File: src/rtl/iq_demod_ctrl_if.sv
// Bus between the IQ demodulation chain and its sequencing controller.
// The controller is the slave; the chain/test environment is the master.
interface iq_demod_ctrl_if #(
  parameter int CNT_W = 16
);
  logic              enable;
  logic              ADC_rdy;
  logic              valid_I;
  logic              valid_Q;
  logic signed [4:0] I_filt;
  logic signed [4:0] Q_filt;
  logic              demod_en;
  logic              filt_flush;
  logic              lo_phase_rst;
  logic              demod_iq_valid;
  logic signed [4:0] I_BB;
  logic signed [4:0] Q_BB;
  logic [2:0]        state;
  logic              sync_err;
  logic              starve_err;
  logic [CNT_W-1:0]  sample_cnt;

  modport master (
    output enable, ADC_rdy, valid_I, valid_Q, I_filt, Q_filt,
    input  demod_en, filt_flush, lo_phase_rst, demod_iq_valid, I_BB, Q_BB,
           state, sync_err, starve_err, sample_cnt
  );

  modport slave (
    input  enable, ADC_rdy, valid_I, valid_Q, I_filt, Q_filt,
    output demod_en, filt_flush, lo_phase_rst, demod_iq_valid, I_BB, Q_BB,
           state, sync_err, starve_err, sample_cnt
  );
endinterface

File: src/rtl/iq_demod_ctrl.sv
// Sequencing controller for the IQ demodulation chain: flush, filter settling,
// aligned I/Q delivery to the CORDIC, plus desync and ADC starvation monitoring.
module iq_demod_ctrl #(
  parameter int SETTLE_SAMPLES = 20,
  parameter int TIMEOUT        = 256,
  parameter int CNT_W          = 16
) (
  input  logic          clk,
  input  logic          resetn,
  iq_demod_ctrl_if.slave bus
);

  localparam int SW = $clog2(SETTLE_SAMPLES + 1);
  localparam int WW = $clog2(TIMEOUT + 1);

  typedef enum logic [2:0] {
    ST_IDLE   = 3'd0,
    ST_FLUSH  = 3'd1,
    ST_SETTLE = 3'd2,
    ST_RUN    = 3'd3,
    ST_ERROR  = 3'd4
  } state_e;

  state_e            state_q, state_d;
  logic [SW-1:0]     settle_q, settle_d;
  logic [WW-1:0]     wd_q, wd_d;
  logic [CNT_W-1:0]  cnt_q, cnt_d;
  logic              sync_err_q, sync_err_d;
  logic              starve_err_q, starve_err_d;
  logic              flush_q, valid_q;
  logic signed [4:0] i_bb_q, q_bb_q;

  logic cv_s, desync_s, active_s, starve_s, settle_done_s;
  logic deliver_s, flush_entry_s, demod_en_s;

  assign cv_s          = bus.valid_I & bus.valid_Q;
  assign desync_s      = bus.valid_I ^ bus.valid_Q;
  assign active_s      = (state_q == ST_SETTLE) || (state_q == ST_RUN);
  // The TIMEOUT-th consecutive idle cycle is the one that trips the watchdog.
  assign starve_s      = (state_q == ST_RUN) && !bus.ADC_rdy &&
                         (wd_q == WW'(TIMEOUT - 1));
  assign settle_done_s = (state_q == ST_SETTLE) && cv_s &&
                         (settle_q == SW'(SETTLE_SAMPLES - 1));

  always_ff @(posedge clk) begin
    if (resetn) begin
      state_q <= ST_IDLE;
    end else begin
      state_q <= state_d;
    end
  end

  always_comb begin
    state_d = state_q;
    case (state_q)
      ST_IDLE: begin
        if (bus.enable) state_d = ST_FLUSH;
        else            state_d = ST_IDLE;
      end
      ST_FLUSH: begin
        if (!bus.enable) state_d = ST_IDLE;
        else             state_d = ST_SETTLE;
      end
      ST_SETTLE: begin
        if (!bus.enable)        state_d = ST_IDLE;
        else if (desync_s)      state_d = ST_ERROR;
        else if (settle_done_s) state_d = ST_RUN;
        else                    state_d = ST_SETTLE;
      end
      ST_RUN: begin
        if (!bus.enable)               state_d = ST_IDLE;
        else if (desync_s || starve_s) state_d = ST_ERROR;
        else                           state_d = ST_RUN;
      end
      ST_ERROR: begin
        if (!bus.enable) state_d = ST_IDLE;
        else             state_d = ST_ERROR;
      end
      default: state_d = ST_IDLE;
    endcase
  end

  always_comb begin
    demod_en_s    = bus.ADC_rdy & active_s;
    flush_entry_s = (state_d == ST_FLUSH);
    deliver_s     = (state_q == ST_RUN) && bus.enable && cv_s && !starve_s;
  end

  always_comb begin
    settle_d     = settle_q;
    wd_d         = wd_q;
    cnt_d        = cnt_q;
    sync_err_d   = sync_err_q;
    starve_err_d = starve_err_q;
    if (flush_entry_s) begin
      settle_d     = '0;
      wd_d         = '0;
      cnt_d        = '0;
      sync_err_d   = 1'b0;
      starve_err_d = 1'b0;
    end else begin
      if ((state_q == ST_SETTLE) && bus.enable && cv_s) settle_d = settle_q + SW'(1);
      else                                              settle_d = settle_q;
      if (state_q != ST_RUN)                  wd_d = wd_q;
      else if (bus.ADC_rdy)                   wd_d = '0;
      else if (wd_q != WW'(TIMEOUT))          wd_d = wd_q + WW'(1);
      else                                    wd_d = wd_q;
      if (deliver_s && (cnt_q != {CNT_W{1'b1}})) cnt_d = cnt_q + CNT_W'(1);
      else                                       cnt_d = cnt_q;
      sync_err_d   = sync_err_q | (active_s & bus.enable & desync_s);
      starve_err_d = starve_err_q | (bus.enable & starve_s);
    end
  end

  always_ff @(posedge clk) begin
    if (resetn) begin
      settle_q     <= '0;
      wd_q         <= '0;
      cnt_q        <= '0;
      sync_err_q   <= 1'b0;
      starve_err_q <= 1'b0;
      flush_q      <= 1'b0;
      valid_q      <= 1'b0;
      i_bb_q       <= 5'sd0;
      q_bb_q       <= 5'sd0;
    end else begin
      settle_q     <= settle_d;
      wd_q         <= wd_d;
      cnt_q        <= cnt_d;
      sync_err_q   <= sync_err_d;
      starve_err_q <= starve_err_d;
      flush_q      <= flush_entry_s;
      valid_q      <= deliver_s;
      if (deliver_s) begin
        i_bb_q <= bus.I_filt;
        q_bb_q <= bus.Q_filt;
      end else begin
        i_bb_q <= i_bb_q;
        q_bb_q <= q_bb_q;
      end
    end
  end

  assign bus.demod_en       = demod_en_s;
  assign bus.filt_flush     = flush_q;
  assign bus.lo_phase_rst   = flush_q;
  assign bus.demod_iq_valid = valid_q;
  assign bus.I_BB           = i_bb_q;
  assign bus.Q_BB           = q_bb_q;
  assign bus.state          = state_q;
  assign bus.sync_err       = sync_err_q;
  assign bus.starve_err     = starve_err_q;
  assign bus.sample_cnt     = cnt_q;

endmodule

File: src/flat_wrapper.sv
// flat-port wrapper written by rule: the top's interface ports become plain ports
module iq_demod_ctrl_flat 
#(
  parameter int SETTLE_SAMPLES = 20,
  parameter int TIMEOUT        = 256,
  parameter int CNT_W          = 16
)
  (clk, resetn, bus_enable, bus_ADC_rdy, bus_valid_I, bus_valid_Q, bus_I_filt, bus_Q_filt, bus_demod_en, bus_filt_flush, bus_lo_phase_rst, bus_demod_iq_valid, bus_I_BB, bus_Q_BB, bus_state, bus_sync_err, bus_starve_err, bus_sample_cnt);
  iq_demod_ctrl_if #(.CNT_W(CNT_W)) bus_i ();
  input  logic clk;
  input  logic resetn;
  input wire logic [$bits(bus_i.enable)-1:0] bus_enable;
  input wire logic [$bits(bus_i.ADC_rdy)-1:0] bus_ADC_rdy;
  input wire logic [$bits(bus_i.valid_I)-1:0] bus_valid_I;
  input wire logic [$bits(bus_i.valid_Q)-1:0] bus_valid_Q;
  input wire logic [$bits(bus_i.I_filt)-1:0] bus_I_filt;
  input wire logic [$bits(bus_i.Q_filt)-1:0] bus_Q_filt;
  output wire logic [$bits(bus_i.demod_en)-1:0] bus_demod_en;
  output wire logic [$bits(bus_i.filt_flush)-1:0] bus_filt_flush;
  output wire logic [$bits(bus_i.lo_phase_rst)-1:0] bus_lo_phase_rst;
  output wire logic [$bits(bus_i.demod_iq_valid)-1:0] bus_demod_iq_valid;
  output wire logic [$bits(bus_i.I_BB)-1:0] bus_I_BB;
  output wire logic [$bits(bus_i.Q_BB)-1:0] bus_Q_BB;
  output wire logic [$bits(bus_i.state)-1:0] bus_state;
  output wire logic [$bits(bus_i.sync_err)-1:0] bus_sync_err;
  output wire logic [$bits(bus_i.starve_err)-1:0] bus_starve_err;
  output wire logic [$bits(bus_i.sample_cnt)-1:0] bus_sample_cnt;
  assign bus_i.enable = bus_enable;
  assign bus_i.ADC_rdy = bus_ADC_rdy;
  assign bus_i.valid_I = bus_valid_I;
  assign bus_i.valid_Q = bus_valid_Q;
  assign bus_i.I_filt = bus_I_filt;
  assign bus_i.Q_filt = bus_Q_filt;
  assign bus_demod_en = bus_i.demod_en;
  assign bus_filt_flush = bus_i.filt_flush;
  assign bus_lo_phase_rst = bus_i.lo_phase_rst;
  assign bus_demod_iq_valid = bus_i.demod_iq_valid;
  assign bus_I_BB = bus_i.I_BB;
  assign bus_Q_BB = bus_i.Q_BB;
  assign bus_state = bus_i.state;
  assign bus_sync_err = bus_i.sync_err;
  assign bus_starve_err = bus_i.starve_err;
  assign bus_sample_cnt = bus_i.sample_cnt;
  iq_demod_ctrl #(.SETTLE_SAMPLES(SETTLE_SAMPLES), .TIMEOUT(TIMEOUT), .CNT_W(CNT_W)) u_core (.clk(clk), .resetn(resetn), .bus(bus_i));
endmodule
File: config.mk
export PLATFORM = sky130hd
export DESIGN_NAME = iq_demod_ctrl_flat
export DESIGN_NICKNAME = d
export VERILOG_FILES = /design/src/rtl/iq_demod_ctrl_if.sv /design/src/rtl/iq_demod_ctrl.sv /design/src/flat_wrapper.sv
export SDC_FILE = /design/constraint.sdc
export NUM_CORES = 1
export LEC_CHECK = 0
export CAP_MARGIN = 20
export CORE_MARGIN = 5
export CORE_UTILIZATION = 39
export DETAILED_ROUTE_END_ITERATION = 7
export MAX_ROUTING_LAYER = met4
export PLACE_DENSITY_LB_ADDON = 0.08
export SYNTH_ARGS = -nofsm -noshare
export SYNTH_HDL_FRONTEND = slang
export SYNTH_SLANG_ARGS = --single-unit
File: constraint.sdc
create_clock -name clk -period 2.05 [get_ports clk]
set_input_delay 0.615 -clock clk [delete_from_list [all_inputs] [get_ports clk]]
set_output_delay 0.615 -clock clk [all_outputs]
set_load 0.01 [all_outputs]
## Yosys cells after proc, flatten, opt, wreduce, memory -nomap -nowiden

Cells that the tools add are included.

| storage, ports and cells | value |
|---|---|
| bits in registers | 47 |
| latch bits | 0 |
| memory bits (writable) | 0 |
| memory bits (read-only) | 0 |
| input port bits | 16 |
| output and inout bits | 35 |
| word-level logic and storage cells | 61 |
| memories | 0 |

| operators by class | value |
|---|---|
| $add $sub $neg | 3 |
| multiply operators | 0 |
| divide/modulo/power cells | 0 |
| order comparisons | 0 |
| equal/unequal tests | 10 |
| shift operators | 0 |
| muxes and demuxes | 11 |
| bitwise logic cells | 9 |
| reduce and logical (&&, ||, !) cells | 18 |

Operator list:

| cell | count |
|---|---|
| $mux W9 | 2 |
| $add A16 B1 Y16 const B | 1 |
| $ne A16 B16 Y1 const B | 1 |
| $mux W3 | 5 |
| $pmux W3 S5 | 1 |
| $logic_and A1 B1 Y1 | 10 |
| $add A9 B1 Y9 const B | 1 |
| $eq A9 B8 Y1 const B | 1 |
| $ne A9 B9 Y1 const B | 1 |
| $eq A3 B1 Y1 const B | 2 |
| $eq A3 B2 Y1 const B | 2 |
| $add A5 B1 Y5 const B | 1 |
| $and A1 B1 Y1 | 5 |
| $eq A5 B5 Y1 const B | 1 |
| $eq A3 B3 Y1 const B | 1 |
| $logic_not A3 Y1 | 1 |
| $ne A3 B2 Y1 const B | 1 |
| $logic_not A1 Y1 | 2 |
| $logic_or A1 B1 Y1 | 2 |
| $mux W1 | 2 |
| $mux W2 | 1 |
| $or A1 B1 Y1 | 2 |
| $reduce_and A2 Y1 | 1 |
| $reduce_bool A2 Y1 | 1 |
| other kinds (3) | 3 |

## Longest topological paths before layout

Gate-level depths: netlist (run 1).

| depth | value |
|---|---|
| depth in word-level cells | 9 |
| depth in mapped cells | 10 |
| depth with buffers taken out | 8 |

## Worst setup path after synthesis (run 1)

No wires, ideal clock.

| timing | value |
|---|---|
| path kind | flip-flop to flip-flop |
| start | register u_core.wd_q[0] |
| end | register u_core.cnt_q[4], in the netlist u_core.bus.sample_cnt[4] |
| setup time | 0.070 ns |
| data arrival time | 2.122 ns |
| data required time | 1.980 ns |
| setup slack | -0.142 ns |
| stages on the path, launching flop included | 10 |
| buffers on the path | 1 |
| period minus slack after synthesis | 2.192 ns |
| path through | dfxtp_1 ha_1 nand4_1 nor2_1 ha_1 nor2b_1 or3_4 buf_6 or4_1 a21oi_1 |

| on the way | value |
|---|---|
| cells in the longest elaborated chain, start to end | 8 |
| elaborated cells on any way between the ends | 11 |
| classes of those cells | 2 x eq/ne; 3 x mux; 6 x reduce/logical |

Ends and longest elaborated chain:

| what | line | source |
|---|---|---|
| from (decl) | iq_demod_ctrl.sv:26 | `logic [WW-1:0] wd_q, wd_d;` |
| from (signal assigned) | iq_demod_ctrl.sv:128 | `wd_q <= wd_d;` |
| $eq A9 B8 Y1 * | iq_demod_ctrl.sv:41 | `(wd_q == WW'(TIMEOUT - 1));` |
| $logic_and A1 B1 Y1 * | iq_demod_ctrl.sv:40 | `assign starve_s = (state_q == ST_RUN) && !bus.ADC_rdy &&` |
| $logic_or A1 B1 Y1 | iq_demod_ctrl.sv:72 | `else if (desync_s \|\| starve_s) state_d = ST_ERROR;` |
| $mux W3 | iq_demod_ctrl.sv:72 |  |
| $mux W3 | iq_demod_ctrl.sv:71 | `if (!bus.enable) state_d = ST_IDLE;` |
| $pmux W3 S5 | iq_demod_ctrl.sv:55 | `case (state_q)` |
| $eq A3 B1 Y1 | iq_demod_ctrl.sv:85 | `flush_entry_s = (state_d == ST_FLUSH);` |
| $reduce_or A2 Y1 (no line) | - |  |
| to (signal assigned) | iq_demod_ctrl.sv:129 | `cnt_q <= cnt_d;` |
| to (decl) | iq_demod_ctrl.sv:27 | `logic [CNT_W-1:0] cnt_q, cnt_d;` |

Every way passes the cells marked *; elsewhere a longest branch is shown, timed or not.
A chain may end at the register's enable or synchronous reset.

## Final worst setup path (run 1)

| timing | value |
|---|---|
| start | input bus_ADC_rdy |
| end | register u_core.cnt_q[11], in the netlist u_core.bus.sample_cnt[11] |

| on the way | value |
|---|---|
| cells in the longest elaborated chain, start to end | 9 |
| elaborated cells on any way between the ends | 12 |
| classes of those cells | 1 x eq/ne; 3 x mux; 8 x reduce/logical |

Ends and longest elaborated chain:

| what | line | source |
|---|---|---|
| from (decl) | flat_wrapper.sv:13 | `input wire logic [$bits(bus_i.ADC_rdy)-1:0] bus_ADC_rdy;` |
| $logic_not A1 Y1 * | iq_demod_ctrl.sv:40 |  |
| $logic_and A1 B1 Y1 * (2 in a row) | iq_demod_ctrl.sv:40 |  |
| $logic_or A1 B1 Y1 | iq_demod_ctrl.sv:72 |  |
| $mux W3 | iq_demod_ctrl.sv:72 |  |
| $mux W3 | iq_demod_ctrl.sv:71 |  |
| $pmux W3 S5 | iq_demod_ctrl.sv:55 |  |
| $eq A3 B1 Y1 | iq_demod_ctrl.sv:85 |  |
| $reduce_or A2 Y1 (no line) | - |  |

Marks and branches as above.

==> results of run 1 <==
## state kept, by name (all words and copies together), names as in the netlist
register	cells
u_core.bus.demod_iq_valid	1
u_core.bus.Q_BB	5
u_core.bus.I_BB	5
u_core.settle_q	5
u_core.bus.state	3
u_core.bus.sample_cnt	16
u_core.bus.sync_err	1
u_core.bus.filt_flush	1
u_core.wd_q	9
u_core.bus.starve_err	1
## metal layers
metal | wire length, µm | share of wire
met1 | 2710 | 0.45
met2 | 3070 | 0.51
met3 | 218 | 0.036
met4 | 8 | 0.0013
met5 | 0 | 0
## metrics by stage
stage	power [mW]	hold WS [ps]
CTS	1.64	465
floorplan	1.00	471
global route	1.69	485
global placement	1.08	443
finish	1.62	460
detailed placement	1.08	451
## cell families after synthesis
kind of cell             count (synthesis)  share of synthesized area
adder cells (fa/ha/maj)                  6                     0.0330
flip-flops                              47                      0.414
AND/OR/NAND/NOR                        135                      0.314
XOR/XNOR                                 8                     0.0308
AO/OA/AOI/OAI                           46                      0.118
buffers and inverters                   24                     0.0501
multiplexers                             9                     0.0396
## worst min-delay path, cell delays in order (launching register included)
cell     delay, ps
dfxtp_1        320
nand2_1         50
a21oi_1         50
## cells in the mapped netlist (2+ instances only)
library cell / n
nand2b_1: 2
nor3_1: 10
dfxtp_1: 47
o31ai_1: 6
buf_2: 4
nor2_1: 26
nand2_1: 40
inv_1: 11
or3_1: 8
or2_2: 2
nor4b_1: 2
xnor2_1: 8
nand3_1: 11
clkbuf_1: 4
mux2i_1: 9
nor2b_1: 2
nand3b_1: 3
o21ai_0: 7
nand4_1: 6
a21oi_1: 27
or4_1: 7
ha_1: 6
buf_4: 3
nor4_1: 7
a41oi_1: 2
## power groups by stage
stage | Sequential, mW | Clock [mW] | Combinational [mW]
after detailed placement | 0.943 | 0 | 0.134
after global placement | 0.943 | 0 | 0.133
after floorplan | 0.941 | 0 | 0.0596
final | 0.922 | 0.563 | 0.134
after CTS | 0.922 | 0.586 | 0.134
after global routing | 0.923 | 0.622 | 0.146
## cell usage in the layout, fill, tap and decap left out, types with 6 or more instances in the layout
master and count:
xnor2_1 8, o21ai_0 7, nor3_1 9, nand4_1 6
or4_1 6, inv_1 11, a21oi_1 25, buf_4 33
nand2_1 39, dfxtp_1 42, mux2i_1 9, or3_1 7
nor2_1 26, nand3_1 11, clkdlybuf4s50_1 46
## layout make-up
cell class | count | area, µm²
sequential | 47 | 947
multi-input combinational | 205 | 1360
timing repair buffer | 85 | 766
fill | 534 | 2280
inverter | 11 | 41.3
tap | 72 | 90.1
clock inverter | 3 | 20.0
clock buffer | 5 | 68.8
## path summary, 6_finish.rpt
| check | start | end | slack (ps) |
|---|---|---|---|
| max reg2reg | u_core.wd_q[1]$_SDFFE_PP0P_ | u_core.bus.sample_cnt[11]$_SDFFE_PP0P_ | 0 |
| max | bus_ADC_rdy | u_core.bus.sample_cnt[11]$_SDFFE_PP0P_ | -10 |
| min | u_core.bus.I_BB[3]$_SDFFE_PP0P_ | u_core.bus.I_BB[3]$_SDFFE_PP0P_ | 460 |
| min reg2reg | u_core.bus.I_BB[3]$_SDFFE_PP0P_ | u_core.bus.I_BB[3]$_SDFFE_PP0P_ | 460 |
## timing repair
item | in CTS | in global routing
endpoints found under the setup margin | 18 | 18
cloned | 1 | 0
gates resized for setup | 24 | 12
pin swaps | 12 | 4
buffers inserted | 2 | 1
hold buffers | 0 | 0
==> out/metrics.cfg, run 1 <==
[outcome]
status=finished, violations left
violations=negative setup slack

[place]
port_buffers=50
dpl_worst_slack_ps=-538
place_congestion=0.802
placed_area_mm2=0.00305
dp_cells=416
dp_hpwl_mm=4.28

[yosys]
synth_area_leader_cell=dfxtp_1
synth-edff-count=0
synth_flop_cell=dfxtp_1
yosys_register_bits=47
async_flop_share=0
yosysSeqAreaShare=0.414
yosysTopAreaCellShare=0.414
synthTopCellsByArea=dfxtp_1 41%, nand2_1 6.6%, a21oi_1 5.9%
synth.distinct_cells=40
syn_nets=297
synth_area_per_cell_um2=8.27
yosysWarnings=0
mappedNetlistArea_mm2=0.00227
netlist_instances=275

[timing]
tightest_slew_ps=635
fin_crit_ps=2060
tns_ps=-13.6
hold_viol_final=0
clock.fmax_mhz=485
max_slew_margin=0.576
timing.final.crit_share=1.01
setup_violations=1
rsz0062_at_grt=yes
final_max_slew_viol_count=0
worst_slack_ps=-13.6
finClkSkew_ps=6.57

[floorplanning]
row_count=27
ioPinCount=51
die_x_um=86.4
die_y_um=86.4
start_util=0.408
core-area_mm2=0.00557
die-area_mm2=0.00746

[pwr]
switching_share=0.244
p_sw_mw=0.395
p_leak_nw=1.10
power_frac_comb=0.083
vdd_ir_drop_max_v=0.000259
clkPwrFrac=0.348
internal-power_mw=1.22
power_frac_seq=0.569
power_density_mw_per_mm2=491

[detailed_routing]
drt_iter0_markers=110
num_vias=2248
first_pass_iters=4
drc=0
routedWlPerCell_um=14.0
postRouteAntennaNets=0
vias_per_cell=5.25
wl_mm=6.01

[min_path]
hold_depth=2
min_path_type=reg2reg

[grt]
met1_usage=0.209
grtUsageMet2=0.284
grt_pass1_wl_mm=9.98
antenna_found_initial=0
grt_max_degree=19
gr-total-overflow=0
grt_util_met3=0.0238
top_usage_layer=met2
grt_usage=0.168
grt_pass1_vias=2171

[clock_network]
clock-root-buffer=clkbuf_8
clk_latency_ps=300
cts_buffers=5
clock_sinks=47
cts_tree=yes
clk_pin_slew_worst_paths_ps=90
htree_levels=2
cts_buffer_depth=2

[worst_setup_path]
max_stage_delay_ps=500
cp.depth=6
end_kind=register
slowest_stage=or4_4
critical_path.cell_chain=clkdlybuf4s50_1, buf_4, nor2b_4, or3_4, or4_4, a21oi_2
critPathBufInv=2
worstSetupPathType=in2reg
path_delay_family=simple AND/OR/NAND/NOR gates
reg2reg_depth=8
worstPathArrival_ps=2300
cp.required_ps=2290
startpoint_type=input pin
crit_fanout=7

[cells_and_area]
syn2layout_area_growth_pct=45.0
n_antenna_cell=0
finalCoreUtilization=0.591
stdcell_count=428
layout.nets=377
stdcell_area_mm2=0.00330
layout-drive-gt1-share=0.211

[job]
max-cap-violations=0

Power figures use the tool's default switching activity.
==> run 2: changes to the inputs <==
- CTS_BUF_LIST: not set -> sky130_fd_sc_hd__clkbuf_2
==> out/metrics.cfg, run 2 (synthesis results as in run 1) <==
[outcome]
status=completed

[detailed_routing]
dr_wl_met3_um=301  ; +38%
drt_iter0_markers=150  ; +36%
num_vias=2374  ; +5.6%
topRoutingLayerUsed=met4
postRouteAntennaNets=0  ; unchanged
met2_length_mm=3.32  ; +7.9%
first_pass_iters=4  ; unchanged
drc=0  ; unchanged
wl_met1_mm=2.81  ; +3.5%
vias_per_cell=5.31  ; +1.1%
wl_mm=6.48  ; +7.7%
routedWlPerCell_um=14.5  ; +3.1%

[timing]
timing.final.crit_share=0.991  ; -0.0161
worst_slack_ps=19.4  ; +33.1 ps
hold_viol_final=0  ; unchanged
clock.fmax_mhz=492  ; +1.6%
tns_ps=0  ; +13.6 ps
setup_violations=0  ; -1
tightest_slew_ps=658  ; +23.4 ps
final_max_slew_viol_count=0  ; unchanged
rsz0062_at_grt=yes
finClkSkew_ps=14.0  ; +7.42 ps
fin_crit_ps=2030  ; -33.1 ps
max_slew_margin=0.561  ; -0.0156

[pwr]
p_leak_nw=1.46  ; +34%
power_frac_comb=0.098  ; +0.015
power_frac_seq=0.628  ; +0.059
internal-power_mw=1.06  ; -13%
clkPwrFrac=0.273  ; -0.075
vdd_ir_drop_max_v=0.000266  ; +2.6%
p_sw_mw=0.385  ; -2.5%
power_density_mw_per_mm2=413  ; -16%
switching_share=0.266  ; +0.0223

[clock_network]
cts_hold_buf=0  ; unchanged
clk_pin_slew_worst_paths_ps=250  ; +160 ps
clock_sinks=47  ; unchanged
cts_buffer_depth=2  ; unchanged
cts_buffers=5  ; unchanged
htree_levels=2  ; unchanged
cts_tree=yes
clk_latency_ps=420  ; +120 ps
clock-root-buffer=clkbuf_2

[floorplanning]
die_x_um=86.4  ; unchanged
start_util=0.408  ; unchanged
ioPinCount=51  ; unchanged
core-area_mm2=0.00557  ; unchanged
die_y_um=86.4  ; unchanged
die-area_mm2=0.00746  ; unchanged
row_count=27  ; unchanged

[cells_and_area]
final_common_cell=buf_4
fillers=504  ; -5.6%
n_antenna_cell=0  ; unchanged
mostFrequentLayoutCells=50 x buf_4, 40 x nand2_1, 33 x clkdlybuf4s50_1, 26 x nor2_1
largest_reg_flops=16  ; unchanged
syn2layout_area_growth_pct=54.1
layout.nets=396  ; +5.0%
finalCoreUtilization=0.629  ; +0.0373
layout-drive-gt1-share=0.328  ; +0.117

[min_path]
min_path_type=reg2reg
hold_depth=2  ; unchanged

[place]
dpl_worst_slack_ps=-538  ; unchanged
port_buffers=50  ; unchanged
dp_hpwl_mm=4.28  ; unchanged
place_congestion=0.802  ; unchanged

[grt]
grt_pass1_wl_mm=10.4  ; +3.9%
gr-total-overflow=0  ; unchanged
antenna_found_initial=0  ; unchanged
grt_usage=0.176  ; +0.00853
grt_pass1_vias=2211  ; +1.8%
grt_max_degree=19  ; unchanged

[worst_setup_path]
crit_fanout=4  ; -3
end_kind=register
worstSetupPathType=in2reg
startpoint_type=input pin
worstPathArrival_ps=2390  ; +90 ps
reg2reg_depth=9  ; +1
cp.required_ps=2410  ; +120 ps

[job]
max-cap-violations=0  ; unchanged

[run 2: changes by cell type in the layout (fill, tap and decap cells not counted), sizes merged]
| cell | change |
|---|---|
| clkdlybuf4s50 | -13 |
| dlygate4sd2 | -1 |
| dlymetal6s2s | +14 |
| buf | +19 |
[run 2: worst max-delay path, cell delays in order]
cell and delay, ps:
clkdlybuf4s50_1 460, ha_1 140, nand2_1 110, or4_4 550, or4_1 400, a21oi_1 120
[run 2: worst paths after layout]
| path | end | slack [ps] | startpoint |
|---|---|---|---|
| min | u_core.bus.I_BB[4]$_SDFFE_PP0P_ | 470 | u_core.bus.I_BB[4]$_SDFFE_PP0P_ |
| min reg2reg | u_core.bus.I_BB[4]$_SDFFE_PP0P_ | 470 | u_core.bus.I_BB[4]$_SDFFE_PP0P_ |
| max reg2reg | u_core.bus.sample_cnt[0]$_SDFFE_PP0P_ | 30 | u_core.wd_q[1]$_SDFFE_PP0P_ |
| max | u_core.bus.sample_cnt[6]$_SDFFE_PP0P_ | 20 | bus_valid_Q |
[run 2: layer usage]
metal	vias to the layer above	global-route usage
met1	1144	0.219
met5	-	-
li1	1174	-
met2	52	0.294
met3	4	0.0323
met4	0	0.0453
[run 2: timing repair]
item                                    CTS  global route
gates cloned                              1             0
endpoints found under the setup margin   32            48
buffers inserted                          8            14
pin swaps                                14             6
resized for setup                        49            42
[run 2: power groups by stage]
| stage | Clock, mW | Combinational, mW | Sequential (mW) |
|---|---|---|---|
| final | 0.395 | 0.142 | 0.908 |
| after global routing | 0.459 | 0.156 | 0.910 |
| after CTS | 0.416 | 0.142 | 0.912 |
| after detailed placement | 0 | 0.134 | 0.943 |
| after global placement | 0 | 0.133 | 0.943 |
| after floorplan | 0 | 0.0596 | 0.941 |
[run 2: per-stage QoR]
stage	cell area [µm²]	power (mW)	cells	hold slack (ps)
floorplan	2290	1.00	275	471
global placement	3050	1.08	416	443
detailed placement	3050	1.08	416	451
CTS	3300	1.47	433	479
global route	3500	1.52	447	489
finish	3500	1.45	447	470
[run 2: area by class of cell]
| type | instances | area [µm²] | area share |
|---|---|---|---|
| tap | 72 | 90.1 | 0.0257 |
| clock inverter | 3 | 20.0 | 0.00571 |
| multi-input combinational | 205 | 1370 | 0.390 |
| clock buffer | 5 | 25.0 | 0.00714 |
| sequential | 47 | 1010 | 0.288 |
| inverter | 11 | 41.3 | 0.0118 |
| timing repair buffer | 104 | 952 | 0.272 |
==> RTL edit 1 (settings of run 1) <==
Reset style: asynchronous (`resetn`), changed in 2 clocked blocks.
--- a/src/rtl/iq_demod_ctrl.sv
+++ b/src/rtl/iq_demod_ctrl.sv
@@ -42,7 +42,7 @@
   assign settle_done_s = (state_q == ST_SETTLE) && cv_s &&
                          (settle_q == SW'(SETTLE_SAMPLES - 1));
 
-  always_ff @(posedge clk) begin
+  always_ff @(posedge clk or posedge resetn) begin
     if (resetn) begin
       state_q <= ST_IDLE;
     end else begin
@@ -112,7 +112,7 @@
     end
   end
 
-  always_ff @(posedge clk) begin
+  always_ff @(posedge clk or posedge resetn) begin
     if (resetn) begin
       settle_q     <= '0;
       wd_q         <= '0;
Formal check against the unedited RTL: differs if resetn is asserted again (counterexample within 4 cycles, from zero or initial values and one cycle with resetn high); with resetn held inactive, the same outputs for 10 cycles.
==> RTL edit 1 against run 1 <==
The flow still finishes with violations (setup timing); via count is 9.8% lower; setup slack worse by 0.32 ns; sequential cell count stayed put; fmax is 13% lower; design area is 11% higher; register-to-register slack worse by 0.33 ns; core utilization is 3.3 points higher; count of clock-buffer cells in the layout is 1 higher; non-clock buffer count is 13 higher; area after synthesis is 3.7% higher; routed wire length is 2.0% lower; largest cell class unchanged; highest routed layer unchanged.
Power is not compared: it rests on default switching activity, and its combinational part moved more than twofold at a synthesized area within 25%.
==> RTL edit 1: results (changes against run 1) <==
- Status: finished with violations
- Failing checks: setup timing
- # fillers: 499 (-6.6%)
- Crit-path slowest cell: dfrtp_1
- Avg WL per Cell: 15.0 um (+6.8%)
- Mux share of post-synthesis cell area: 0.0828 (+0.0431)
- Via count: 2028 (-9.8%)
- P_leak: 1.68 nW
- Worst-skew pair later-pin latency: 0.29 ns
- Setup_tns: -6.04 ns (-6.03 ns)
- Pre-CTS setup slack: -0.498 ns (+0.0399 ns)
- Critical Path Max Stage Delay: 0.39 ns (-0.11 ns)
- Synth Flop Type: dfrtp_1
- H-tree levels: 2 (unchanged)
- Reg2reg start: u_core.wd_q[0]$_DFFE_PP0P_
- CTS Buf Count: 5 (unchanged)
- Iter 0 DRT Violations: 84 (-24%)
- Worst flop-to-flop path endpoint: u_core.bus.sample_cnt[11]$_DFFE_PP0P_
- Final Skew: 0.0110 ns (+0.00439 ns)
- Gr usage total: 0.163 (-0.00490)
- Final worst slack: -0.333 ns (-0.319 ns)
- Post-synth ARST share: 1.00 (+1.00)
- Initial antenna violation count: 0 (unchanged)
- Synth Area in Adders: 0.0318 (-0.00119)
- Critical path arrival: 2.61 ns (+0.31 ns)
- Final #Nets: 339 (-10%)
- Post-synthesis compound-gate area fraction: 0.0796 (-0.0388)
- Largest cells by area after synthesis: dfrtp_1 50%, mux2_2 4.3%, nor2_1 4.1%
- Mapped Nets: 242 (-19%)
- First-pass GRT wire length: 9670 um (-3.1%)
- Post-synth top cells: 47 x dfrtp_1, 26 x nor2_1, 14 x nand2_1
- Setup Fix Bufs, Post-CTS: 13 (+11)
- WS Path Type: reg2reg
- # resized after CTS: 26 (+8.3%)
- Normalized max-slew margin: 0.716 (+0.139)
- Distinct cells, synth: 50 (+25%)
- Min-Delay Path Class: reg2reg
- Vias in the first global route: 2076 (-4.4%)
- Synth warn: 0 (unchanged)
- HPWL Detailed: 4020 um (-6.1%)
- Final setup viols: 31 (+30)
- Post-synth EDFFs: 0 (unchanged)
- Sequential share of the synthesized area: 0.499 (+0.0848)
- Critical path peak fanout: 7 (unchanged)
- CTS root buf: clkbuf_8
- Layout cells sized above 1: 0.336 (+0.126)
- Gpl congestion: 0.828 (+3.3%)
- Largest net degree at the start of global routing: 48 (+29)
- Register-to-Register Path Depth: 13 (+5)
- Crit-path leading delay family: simple AND/OR/NAND/NOR gates
- Post-synthesis xor/xnor area fraction: 0.0483 (+0.0175)
- Max reg flops: 16 (unchanged)
[RTL edit 1: cell types whose count changed after synthesis, moves of 5 or more]
cell	before	now
a21oi_1	27	4
and3_1	1	9
dfrtp_1	0	47
dfxtp_1	47	0
mux2_2	0	9
nand2_1	40	14
nand4_1	6	11
nor3_1	10	2
nor4_1	7	2
or3_1	8	1
or4_1	7	2
xnor2_1	8	2
xor2_1	0	11
[RTL edit 1: layout make-up]
class,count,share of cell area
Timing Repair Buffer,98,0.255
Tap cell,75,0.0255
Sequential cell,47,0.320
Inverter,7,0.00715
Clock buffer,6,0.0198
Multi-Input combinational cell,158,0.369
Clock inverter,2,0.00341
[RTL edit 1: routing by layer]
metal,GRT usage,share of wire,up-vias
li1,-,-,991
met1,0.218,0.47,990
met2,0.258,0.48,45
met3,0.0245,0.048,2
met4,0.0432,0.0051,0
met5,-,0,-
[RTL edit 1: logic make-up (layout without fill, tap and decap cells)]
logic type	count (synthesis)	count (layout)
adders and majority gates	6	6
AOI/OAI and AO/OA	27	27
and+or+nand+nor	94	94
xor gates and xnor gates	13	13
muxes	18	18
buffers and inverters	15	113
DFF	47	47
[RTL edit 1: worst min-delay path by stage]
stage | start | to | slack, ns | cells past startpoint
6_report | u_core.bus.I_BB[1]$_DFFE_PP0P_ | u_core.bus.I_BB[1]$_DFFE_PP0P_ | 0.52 | 1
4_1_cts | u_core.bus.I_BB[1]$_DFFE_PP0P_ | u_core.bus.I_BB[1]$_DFFE_PP0P_ | 0.52 | 1
3_5_place_dp | u_core.bus.I_BB[2]$_DFFE_PP0P_ | u_core.bus.I_BB[2]$_DFFE_PP0P_ | 0.50 | 1
2_1_floorplan | u_core.wd_q[6]$_DFFE_PP0P_ | u_core.wd_q[6]$_DFFE_PP0P_ | 0.49 | 1
5_1_grt | u_core.bus.I_BB[0]$_DFFE_PP0P_ | u_core.bus.I_BB[0]$_DFFE_PP0P_ | 0.53 | 1
3_3_place_gp | u_core.bus.I_BB[4]$_DFFE_PP0P_ | u_core.bus.I_BB[4]$_DFFE_PP0P_ | 0.49 | 1
[RTL edit 1: report_power, final]
| group | internal (mW) | leakage [nW] | switching (mW) |
|---|---|---|---|
| Sequential | 1.01 | 0.646 | 0.0637 |
| Combinational | 0.344 | 0.990 | 0.255 |
| Clock | 0.239 | 0.0412 | 0.309 |
| Total | 1.59 | 1.68 | 0.628 |
[RTL edit 1: metrics by stage]
step / instance area, um2 / instances / total power [mW]
global placement: 3320 / 376 / 1.62
detailed placement: 3320 / 376 / 1.62
floorplan: 2450 / 220 / 1.33
global route: 3670 / 393 / 2.34
finish: 3670 / 393 / 2.22
CTS: 3570 / 392 / 2.23
==> RTL edit 2 (settings of run 1) <==
Made on the original files. `TIMEOUT` is set to 256 in 2 places; all go to 512.
--- a/src/rtl/iq_demod_ctrl.sv
+++ b/src/rtl/iq_demod_ctrl.sv
@@ -2,7 +2,7 @@
 // aligned I/Q delivery to the CORDIC, plus desync and ADC starvation monitoring.
 module iq_demod_ctrl #(
   parameter int SETTLE_SAMPLES = 20,
-  parameter int TIMEOUT        = 256,
+  parameter int TIMEOUT        = 512,
   parameter int CNT_W          = 16
 ) (
   input  logic          clk,
--- a/src/flat_wrapper.sv
+++ b/src/flat_wrapper.sv
@@ -2,7 +2,7 @@
 module iq_demod_ctrl_flat 
 #(
   parameter int SETTLE_SAMPLES = 20,
-  parameter int TIMEOUT        = 256,
+  parameter int TIMEOUT        = 512,
   parameter int CNT_W          = 16
 )
   (clk, resetn, bus_enable, bus_ADC_rdy, bus_valid_I, bus_valid_Q, bus_I_filt, bus_Q_filt, bus_demod_en, bus_filt_flush, bus_lo_phase_rst, bus_demod_iq_valid, bus_I_BB, bus_Q_BB, bus_state, bus_sync_err, bus_starve_err, bus_sample_cnt);
Behaviour: same outputs for any inputs over 10 cycles, from zero or initial values and one cycle with resetn high; that may be too few to reach the edited logic, so the function may still have changed.
==> RTL edit 2 against run 1 <==
First-iteration DRC count fell by 51%; fmax is 4.8% higher; non-clock buffer count unchanged; clock power is 2% higher; design area shrank 3.3%; die area decreased by 2.7%; critical path depth decreased by 4; routed wire length down 7.4%; power up 1.3%; setup slack better by 0.095 ns; sequential cell count increased by 1; area after synthesis decreased by 3.0%; largest cell class unchanged; highest routed layer unchanged.
==> RTL edit 2: results (changes against run 1) <==
- Status: finished clean
- Critical path peak fanout: 6 (-1)
- HPWL Detailed: 4060 um (-5.1%)
- Synth warn: 0 (unchanged)
- Largest cells by area after synthesis: dfxtp_1 44%, nand2_1 6.1%, a21oi_1 5.4%
- Critical path arrival: 1.35 ns (-0.95 ns)
- Post-synth top cells: 48 x dfxtp_1, 36 x nand2_1, 32 x nor2_1
- Slew @ Worst Pin: 0.417 ns (-0.218 ns)
- Worst IR drop on VDD: 0.427 mV (+65%)
- # fillers: 516 (-3.4%)
- Area fraction of the dominant cell type after synthesis: 0.436 (+0.0220)
- Placed cells: 406 (-2.4%)
- Gr usage total: 0.160 (-0.00799)
- Buffers on Ports: 50 (unchanged)
- Sequential share of the synthesized area: 0.436 (+0.0220)
- Distinct cells, synth: 46 (+15%)
- Avg WL per Cell: 13.4 um (-4.9%)
- Mapped Nets: 282 (-5.1%)
- Vias/cell: 5.20 (-1.0%)
- First-pass GRT wire length: 9340 um (-6.4%)
- Final Skew: 0.00668 ns (+0.000117 ns)
- Synth Instances: 261 (-5.1%)
- Iter 0 DRT Violations: 54 (-51%)
- Layout cells sized above 1: 0.180 (-0.0310)
- P_leak: 1.15 nW (+4.8%)
- Min-Delay Path Class: reg2reg
- Final setup viols: 0 (-1)
- H-tree levels: 2 (unchanged)
- Vias in the first global route: 1917 (-12%)
- Largest net degree at the start of global routing: 15 (-4)
- Placed Instance Area: 0.00301 mm2 (-1.1%)
- Worst-skew pair later-pin latency: 0.30 ns (about the same)
- Gpl congestion: 0.853 (+6.4%)
- Final #Nets: 365 (-3.2%)
- Via count: 2168 (-3.6%)
- Post-synth ARST share: 0 (unchanged)
RTL edit 2: cell count changes in the layout (fill, tap and decap cells not counted), sizes merged, moves of 4 or more:
cell	change
o31ai	-6
or4	-6
mux2i	-7
xor2	+7
nand4	+5
o21ai	+5
inv	-8
nand2	-4
nor3	-4
nor2	+6
RTL edit 2: cell type report:
cell class,instances,area [um2],share of cell area
Sequential cell,48,965,0.303
Clock inverter,2,10.0,0.00314
Clock buffer,6,82.6,0.0259
Multi-Input combinational cell,201,1240,0.390
Tap cell,72,90.1,0.0283
Timing Repair Buffer,85,786,0.247
Inverter,3,11.3,0.00353
RTL edit 2: final timing paths:
check                                         from                                     to  slack (ns)  cells after the start
min reg2reg        u_core.bus.I_BB[1]$_SDFFE_PP0P_        u_core.bus.I_BB[1]$_SDFFE_PP0P_        0.46                      2
max          u_core.bus.sample_cnt[7]$_SDFFE_PP0P_                      bus_sample_cnt[7]        0.08                      2
min                u_core.bus.I_BB[1]$_SDFFE_PP0P_        u_core.bus.I_BB[1]$_SDFFE_PP0P_        0.46                      2
max reg2reg            u_core.wd_q[0]$_SDFFE_PP0P_  u_core.bus.sample_cnt[3]$_SDFFE_PP0P_        0.15                      7
RTL edit 2: cell families after synthesis:
family	share of synthesized area
AOI/OAI and AO/OA	0.129
xor gates and xnor gates	0.0556
adders and majority gates	0.0284
buffers and inverters	0.0301
DFF	0.436
muxes	0.00908
and+or+nand+nor	0.312
RTL edit 2: power breakdown:
part	internal, mW	total [mW]	leakage (nW)	switching, mW
clock network	0.269	0.575	0.0510	0.306
logic	0.0696	0.125	0.708	0.0551
registers	0.935	0.941	0.388	0.00561
total	1.27	1.64	1.15	0.366
RTL edit 2: per-layer routing:
metal / global-route usage / share of wire / up-vias
li1: - / - / 1105
met4: 0.0432 / 0.011 / 0
met1: 0.218 / 0.49 / 994
met3: 0.0379 / 0.057 / 8
met2: 0.235 / 0.44 / 61
met5: - / 0 / -
RTL edit 2: what timing repair did:
item / CTS / global route
endpoints found under the setup margin: 7 / 21
hold buffers: 0 / 0
resized for setup: 10 / 12
pin swaps: 3 / 10
setup buffers: 0 / 2
gates cloned: 1 / 0
endpoints found under the hold margin: 0 / 0
RTL edit 2: critical path: stages (launching register included):
cell and delay, ns:
dfxtp_1 0.35, buf_4 0.15, clkdlybuf4s50_1 0.56
RTL edit 2: metrics by stage:
step,hold slack (ns),setup WS [ns]
final,0.455,0.0810
after global routing,0.475,0.0224
after CTS,0.460,0.000224
after detailed placement,0.449,-0.480
after global placement,0.442,-0.483
after floorplan,0.462,0.0335
